[src/rtl/dcm_monitor.sv]
// Recovers the 3-bit program code of a generated slow clock by measuring its
// high/low half-periods in system cycles. Optional stall timeout: DCM_MONITOR_TIMEOUT_EN.
module dcm_monitor #(
  parameter int HUNDREDMHZ = 10,
  parameter int TIMEOUT    = 256
) (
  input  logic       clock,
  input  logic       reset,
  input  logic       clock_in,
  input  logic       update,
  input  logic [2:0] expect_in,
  output logic [2:0] code_out,
  output logic       valid,
  output logic       error,
  output logic       match,
  output logic       stall
);

  typedef enum logic [1:0] {SYNC, PHASE1, PHASE2} state_t;

  // Multipliers are held in tenths so the nominal length stays integer math.
  function automatic logic [15:0] half_len(input int k);
    int m10;
    case (k)
      0:       m10 = 1;
      1:       m10 = 2;
      2:       m10 = 4;
      3:       m10 = 10;
      4:       m10 = 16;
      5:       m10 = 32;
      6:       m10 = 64;
      default: m10 = 128;
    endcase
    return 16'((HUNDREDMHZ * m10) / 20 + 1);
  endfunction

  state_t      state_reg;
  logic        s1_reg, s2_reg, s3_reg;
  logic        edge_det;
  logic [15:0] cnt_reg;
  logic [15:0] len1_reg;
  logic [7:0]  hit;
  logic        any_hit;
  logic [2:0]  hit_code;

  assign edge_det = s2_reg ^ s3_reg;

  // cnt_reg at an edge is the length of the phase that just closed (len2).
  for (genvar gi = 0; gi < 8; gi++) begin : g_setting
    localparam logic [15:0] HK = half_len(gi);
    assign hit[gi] = (len1_reg == cnt_reg) && (cnt_reg == HK) && (cnt_reg != 16'hFFFF);
  end

  assign any_hit = |hit;

  always_comb begin
    hit_code = 3'd0;
    for (int k = 7; k >= 0; k--) begin
      if (hit[k]) hit_code = 3'(k);
    end
  end

  assign match = valid && (code_out == expect_in);

  always_ff @(posedge clock or negedge reset) begin
    if (!reset) begin
      state_reg <= SYNC;
      s1_reg    <= 1'b0;
      s2_reg    <= 1'b0;
      s3_reg    <= 1'b0;
      cnt_reg   <= 16'd0;
      len1_reg  <= 16'd0;
      code_out  <= 3'd0;
      valid     <= 1'b0;
      error     <= 1'b0;
    end else begin
      s1_reg <= clock_in;
      s2_reg <= s1_reg;
      s3_reg <= s2_reg;
      if (update) begin
        state_reg <= SYNC;
        valid     <= 1'b0;
        error     <= 1'b0;
        cnt_reg   <= 16'd0;
      end else begin
        if (edge_det) begin
          cnt_reg <= 16'd1;
        end else if (cnt_reg != 16'hFFFF) begin
          cnt_reg <= cnt_reg + 16'd1;
        end

        if (edge_det) begin
          case (state_reg)
            SYNC: state_reg <= PHASE1;
            PHASE1: begin
              len1_reg  <= cnt_reg;
              state_reg <= PHASE2;
            end
            default: begin
              state_reg <= PHASE1;
              if (any_hit) begin
                code_out <= hit_code;
                valid    <= 1'b1;
                error    <= 1'b0;
              end else begin
                valid <= 1'b0;
                error <= 1'b1;
              end
            end
          endcase
        end
`ifdef DCM_MONITOR_TIMEOUT_EN
        else if (cnt_reg == 16'(TIMEOUT)) begin
          valid     <= 1'b0;
          state_reg <= SYNC;
        end
`endif
      end
    end
  end

`ifdef DCM_MONITOR_TIMEOUT_EN
  always_ff @(posedge clock or negedge reset) begin
    if (!reset) begin
      stall <= 1'b0;
    end else if (edge_det) begin
      stall <= 1'b0;
    end else if (!update && cnt_reg == 16'(TIMEOUT)) begin
      stall <= 1'b1;
    end
  end
`else
  assign stall = 1'b0;
`endif

endmodule

[config.mk]
export PLATFORM = sky130hd
export DESIGN_NAME = dcm_monitor
export DESIGN_NICKNAME = d
export VERILOG_FILES = /design/src/rtl/dcm_monitor.sv
export SDC_FILE = /design/constraint.sdc
export NUM_CORES = 1
export LEC_CHECK = 0
export CAP_MARGIN = 20
export CORE_MARGIN = 3
export CORE_UTILIZATION = 40
export DETAILED_ROUTE_END_ITERATION = 8
export HOLD_SLACK_MARGIN = 0.02
export PLACE_DENSITY_LB_ADDON = 0.08
export SYNTH_ARGS = -nofsm -noshare
export SYNTH_HDL_FRONTEND = slang
export SYNTH_SLANG_ARGS = --single-unit
[constraint.sdc]
create_clock -name clock -period 1.9 [get_ports clock]
set_clock_uncertainty 0.15 [all_clocks]
set_input_delay 0.285 -clock clock [delete_from_list [all_inputs] [get_ports clock]]
set_output_delay 0.285 -clock clock [all_outputs]
set_load 0.02 [all_outputs]
==> flow_summary.toml, run 1 <==
[synthesis]
syn_inst = 220
synth-edff-count = 0
seq_area_frac_synth_pct = 44.2
ys_warn_count = 0
synth_cell_types = 52
synth_nets = 230
async_reset_ff_share_pct = 100
syn_area_per_cell_um2 = 10.8
ys_ff_latch = 42
synth_flop_cell = "dfrtp_1"
syn_area_um2 = 2380

[cells_and_area]
n_antenna_cell = 0
drive_above_1_share_pct = 40.5
fillers = 476
final_cells = 346
synthToLayoutAreaGrowth_pct = 32.1
multi_input_area_um2 = 1340
fin_nets = 283
layout_common_cells = "buf_4 (42), dfrtp_1 (34), xnor2_1 (27), nor2_1 (23), mux2_2 (16)"
layout_commonest_cell = "buf_4"
register_area_um2 = 1060

[power_and_ir_drop]
leakagePower_nw = 1.36
power.density_nw_per_um2 = 618
ir_drop_uv = 300

[grt]
antenna_found_initial = 0
grt_pass1_wl_um = 8510
grt_pass1_vias = 1846
grt_usage_pct = 15.2
grt_max_degree = 23
overflow = 0

[worst_setup_path]
path_max_fanout = 7
crit_start = "cnt_reg[4]"
arrival_ns = 1.93
crit_buf_inv = 1
r2r_slack_ns = -0.0003
slowest_stage = "dfrtp_2"
cp.required_ns = 1.93
path_cells = "buf_12, xnor2_4, nand4_1, nor3_4, o2111ai_4, mux2_4"
r2r-start = "cnt_reg[4]"
cpLargestDelayFamily = "flip-flops"
end_kind = "flip-flop"
cp_slowest_stage_delay_ns = 0.44
start_kind = "flip-flop"
worst-setup-path-type = "reg -> reg"

[die]
die_h_um = 83.1
num_rows = 27
core_area_um2 = 5640
start_util_pct = 42.2
die_area_um2 = 6910
boundaryPins = 14
die_w_um = 83.1

[route]
routed_via_density = 5.22
ant_nets = 0
num_vias = 1807
wl_per_cell_um = 14.9
wl_um = 5150
drt_iter0_drc = 133
dr.pass1.iters = 4
drcViolationCount = 0

[placement]
numPortBuffers = 12
dp_cells = 327
gp_congestion = 0.895
dp_hpwl_um = 3860

[sta]
fin_tns_setup_ns = -0.000321
setup_slack_ns = -0.000321
grt_setup_unrepaired = "yes"
maxSlewViolCount = 0
slew_headroom_pct = 65.7
fin_crit_sh_pct = 100
hold_violations = 0
setup_viol = 1
finalCriticalPeriod_ns = 1.90
fmax_mhz = 526
worst_slew_pin_slew_ns = 0.514

[clock_tree]
htree_levels = 2
cts_tree = "done"
clk_latency_ns = 0.29
cts_num_sinks = 42
cts_inserted_buffers = 5
clk_pin_slew_worst_paths_ns = 0.08
clk_path_buf_depth = 2
root_buffer = "clkbuf_8"

[outcome]
violations = "negative setup slack"
status = "complete, but fails checks"

[run]
cap_violations = 0

[worst_hold_path]
worst_hold_path_type = "reg -> reg"
hp-start = "s1_reg"
## final timing paths
check	end	cells past startpoint
max	code_out[0]	6
min	s2_reg	0
max reg2reg	code_out[0]	6
min reg2reg	s2_reg	0
max in group asynchronous	cnt_reg[5]	3
min in group asynchronous	state_reg[0]	2
## power breakdown
part           switching (mW)  total, mW  internal [mW]
Combinational           0.138      0.298          0.159
Clock                   0.303      0.695          0.392
Sequential             0.0287      0.951          0.922
## area by class of cell
class                   count  area share (%)
clock buffers               6            2.31
clock inverters             2            1.19
inverters                   6           0.717
multi-input cells         158            42.7
flip-flops and latches     42            33.8
well taps                  72            2.87
repair buffers             60            16.5
## Yosys cell counts, types with 2 or more instances
cell / number / area share [%]
dfrtp_1: 42 / 44
nor3_1: 5 / 1.1
nor4_1: 3 / 0.79
mux2_1: 2 / 0.95
a31oi_1: 2 / 0.53
xor2_1: 5 / 1.8
inv_1: 6 / 0.95
xnor2_1: 30 / 11
nor2_1: 24 / 3.8
o211a_1: 2 / 0.84
nand4_1: 7 / 1.8
a21oi_1: 7 / 1.5
a211oi_1: 5 / 1.6
ha_1: 3 / 1.6
nand2_1: 9 / 1.4
mux2_2: 16 / 7.6
buf_4: 7 / 2.2
o21ai_0: 4 / 0.84
nand3_1: 7 / 1.5
clkbuf_8: 2 / 1.2
## timing repair
action	in CTS	in global routing
setup buffers	1	9
gates cloned	0	0
gates resized for setup	13	28
hold buffers	1	0
pin swaps	2	13
endpoints found under the setup margin	15	20
endpoints found under the hold margin	20	0
## logic make-up (layout without fill, tap and decap cells)
family	after synthesis	count (layout)	share of synthesized area, %
XOR/XNOR	35	35	12.9
AO/OA/AOI/OAI	28	28	8.36
flip-flops	42	42	44.2
other	1	1	0.158
adder cells (fa/ha/maj)	3	3	1.58
multiplexers	19	19	8.94
AND/OR/NAND/NOR	72	72	17.9
buffers and inverters	20	74	5.99
## routing by layer
metal  track usage, %  vias up  wire length, um
met5                0        -                0
met4             4.16        0               25
met3             3.08        2              153
met2             26.9       30             2710
met1             18.6      899             2270
li1                 -      876                -
## per-stage QoR
stage	worst slack [ns]	hold slack [ns]	utilization [%]	area (um2)	power [mW]
final	-0.000321	0.211	55.7	3140	1.94
after global routing	-0.0756	0.224	55.7	3140	2.04
after CTS	0.00171	0.215	52.3	2950	1.92
after detailed placement	-0.261	0.134	49.3	2780	1.22
after global placement	-0.225	0.120	49.3	2780	1.21
after floorplan	0.0328	-0.161	-	2380	1.10
(Power assumes the default switching activity.)
==> run 2: changes to the inputs <==
--- a/config.mk
+++ b/config.mk
@@ -5,12 +5,14 @@
 export SDC_FILE = /design/constraint.sdc
 export NUM_CORES = 1
 export LEC_CHECK = 0
+export ABC_CLOCK_PERIOD_IN_PS = 1900
 export CAP_MARGIN = 20
 export CORE_MARGIN = 3
 export CORE_UTILIZATION = 40
 export DETAILED_ROUTE_END_ITERATION = 8
 export HOLD_SLACK_MARGIN = 0.02
 export PLACE_DENSITY_LB_ADDON = 0.08
+export RECOVER_POWER = 100
 export SYNTH_ARGS = -nofsm -noshare
 export SYNTH_HDL_FRONTEND = slang
 export SYNTH_SLANG_ARGS = --single-unit
==> run 2 against run 1 <==
  * The run now ends clean
  * Setup slack better by 0.00063 ns
  * Sequential cell count stayed put
  * Sequential share of layout area is 0.42 points higher
  * Via count is 0.33% lower
  * Global-route usage stayed put
  * Final area is 1.2% lower
  * Register-to-register slack hardly changed
  * Hold slack hardly changed
  * Maximum frequency hardly changed
  * Wire length is 0.60% higher
  * Sequential power hardly changed
  * Critical path type unchanged
==> flow_summary.toml, run 2 (synthesized netlist as in run 1, its figures left out) <==
[sta]
slew_headroom_pct = 61.7
setup_slack_ns = 0.000313
fmax_mhz = 526
maxSlewViolCount = 0
grt_setup_unrepaired = "yes"
fin_tns_setup_ns = 0
worst_slew_pin_slew_ns = 0.574
setup_viol = 0
fin_crit_sh_pct = 100
finalCriticalPeriod_ns = 1.90
hold_violations = 0
hold_ws_ns = 0.211

[clock_tree]
cts_inserted_buffers = 5
clk_pin_slew_worst_paths_ns = 0.08
root_buffer = "clkbuf_8"
clk_path_buf_depth = 2
htree_levels = 2
clk_latency_ns = 0.29
cts_tree = "done"
cts_num_sinks = 42

[grt]
grt_usage_pct = 15.2
grt_pass1_wl_um = 8510
antenna_found_initial = 0
overflow = 0
grt_pass1_vias = 1846
grt_max_degree = 23

[placement]
dpl_worst_slack_ns = -0.261
dp_hpwl_um = 3860
numPortBuffers = 12
dp_cells = 327
gp_congestion = 0.895

[cells_and_area]
fin_nets = 283
synthToLayoutAreaGrowth_pct = 30.4
layout_common_cells = "buf_4 (41), dfrtp_1 (34), xnor2_1 (27), nor2_1 (23), mux2_2 (16)"
final_cells = 346
drive_above_1_share_pct = 39.8
layout_commonest_cell = "buf_4"
n_antenna_cell = 0

[worst_setup_path]
r2r_slack_ns = 0.0003
arrival_ns = 1.93
worst-setup-path-type = "reg -> reg"
cp.required_ns = 1.93
end_kind = "flip-flop"
path_max_fanout = 7
start_kind = "flip-flop"

[power_and_ir_drop]
intPower_mw = 1.46
net-switching-power_uw = 467
p_clk_share_pct = 35.9
power_mw = 1.93
leakagePower_nw = 1.35
ir_drop_uv = 300
power.density_nw_per_um2 = 622
p_comb_share_pct = 14.8
seq_power_share_pct = 49.2
p_sw_share_pct = 24.2

[route]
wl_um = 5190
drcViolationCount = 0
num_vias = 1801
drt_iter0_drc = 131
ant_nets = 0
dr.pass1.iters = 5
routed_via_density = 5.21
wl_per_cell_um = 15.0

[outcome]
status = "finished, final reports clean"

[die]
die_h_um = 83.1
boundaryPins = 14
die_area_um2 = 6910
core_area_um2 = 5640
die_w_um = 83.1
num_rows = 27
start_util_pct = 42.2

[run]
cap_violations = 0

[worst_hold_path]
worst_hold_path_type = "reg -> reg"
==> run 2: cell types whose count changed in the layout (fill, tap and decap cells not counted) <==
| cell | change |
|---|---|
| nor3_2 | +1 |
| clkbuf_2 | +1 |
| clkbuf_1 | +2 |
| clkdlybuf4s50_1 | -6 |
| dlygate4sd3_1 | +6 |
| buf_4 | -1 |
| buf_12 | -2 |
| buf_2 | -1 |
| clkbuf_4 | +1 |
| nor3_4 | -1 |
==> run 2: cell type report <==
cell class	count	area, um2
Clock buffer	6	72.6
Clock inverter	2	37.5
Tap cell	72	90.1
Multi-Input combinational cell	158	1340
Fill cell	483	2540
Sequential cell	42	1060
Inverter	6	22.5
Timing Repair Buffer	60	485
==> run 2: path summary, 6_finish.rpt <==
path                                  from           end  cells past startpoint
worst min-delay path                s1_reg        s2_reg                      0
min in group asynchronous            reset  state_reg[0]                      2
worst max-delay path            cnt_reg[4]   code_out[0]                      6
max in group asynchronous            reset    cnt_reg[5]                      3
worst min register to register      s1_reg        s2_reg                      0
worst max register to register  cnt_reg[4]   code_out[0]                      6
==> run 2: power groups by stage <==
| stage | Sequential, mW | Clock, mW | Combinational [mW] |
|---|---|---|---|
| floorplan | 0.967 | 0 | 0.130 |
| global placement | 0.962 | 0 | 0.247 |
| detailed placement | 0.964 | 0 | 0.255 |
| CTS | 0.945 | 0.716 | 0.260 |
| global route | 0.956 | 0.761 | 0.308 |
| finish | 0.950 | 0.694 | 0.286 |
==> run 2: layer usage <==
metal | track usage, % | up-vias | part of all wire [%]
li1 | - | 873 | -
met1 | 18.6 | 893 | 44
met2 | 26.9 | 29 | 52
met3 | 3.08 | 6 | 2.8
met4 | 4.16 | 0 | 0.81
met5 | 0 | - | 0
==> run 2: worst max-delay path, cell delays in order, from the launching register on <==
cell and delay, ns:
dfrtp_2 0.44, buf_12 0.15, xnor2_4 0.14, nand4_1 0.15
nor3_4 0.27, o2111ai_4 0.17, mux2_4 0.32
==> run 2: timing repair <==
action,4_1_cts,5_1_grt
pin swaps,2,13
gates resized for setup,13,28
hold endpoints to repair,20,0
setup endpoints to repair,15,20
hold buffers,1,0
setup buffers,1,9
==> run 2: through the flow <==
stage | util, % | area, um2
2_1_floorplan | - | 2380
5_1_grt | 55.0 | 3100
3_3_place_gp | 49.3 | 2780
4_1_cts | 52.3 | 2950
6_report | 55.0 | 3100
3_5_place_dp | 49.3 | 2780
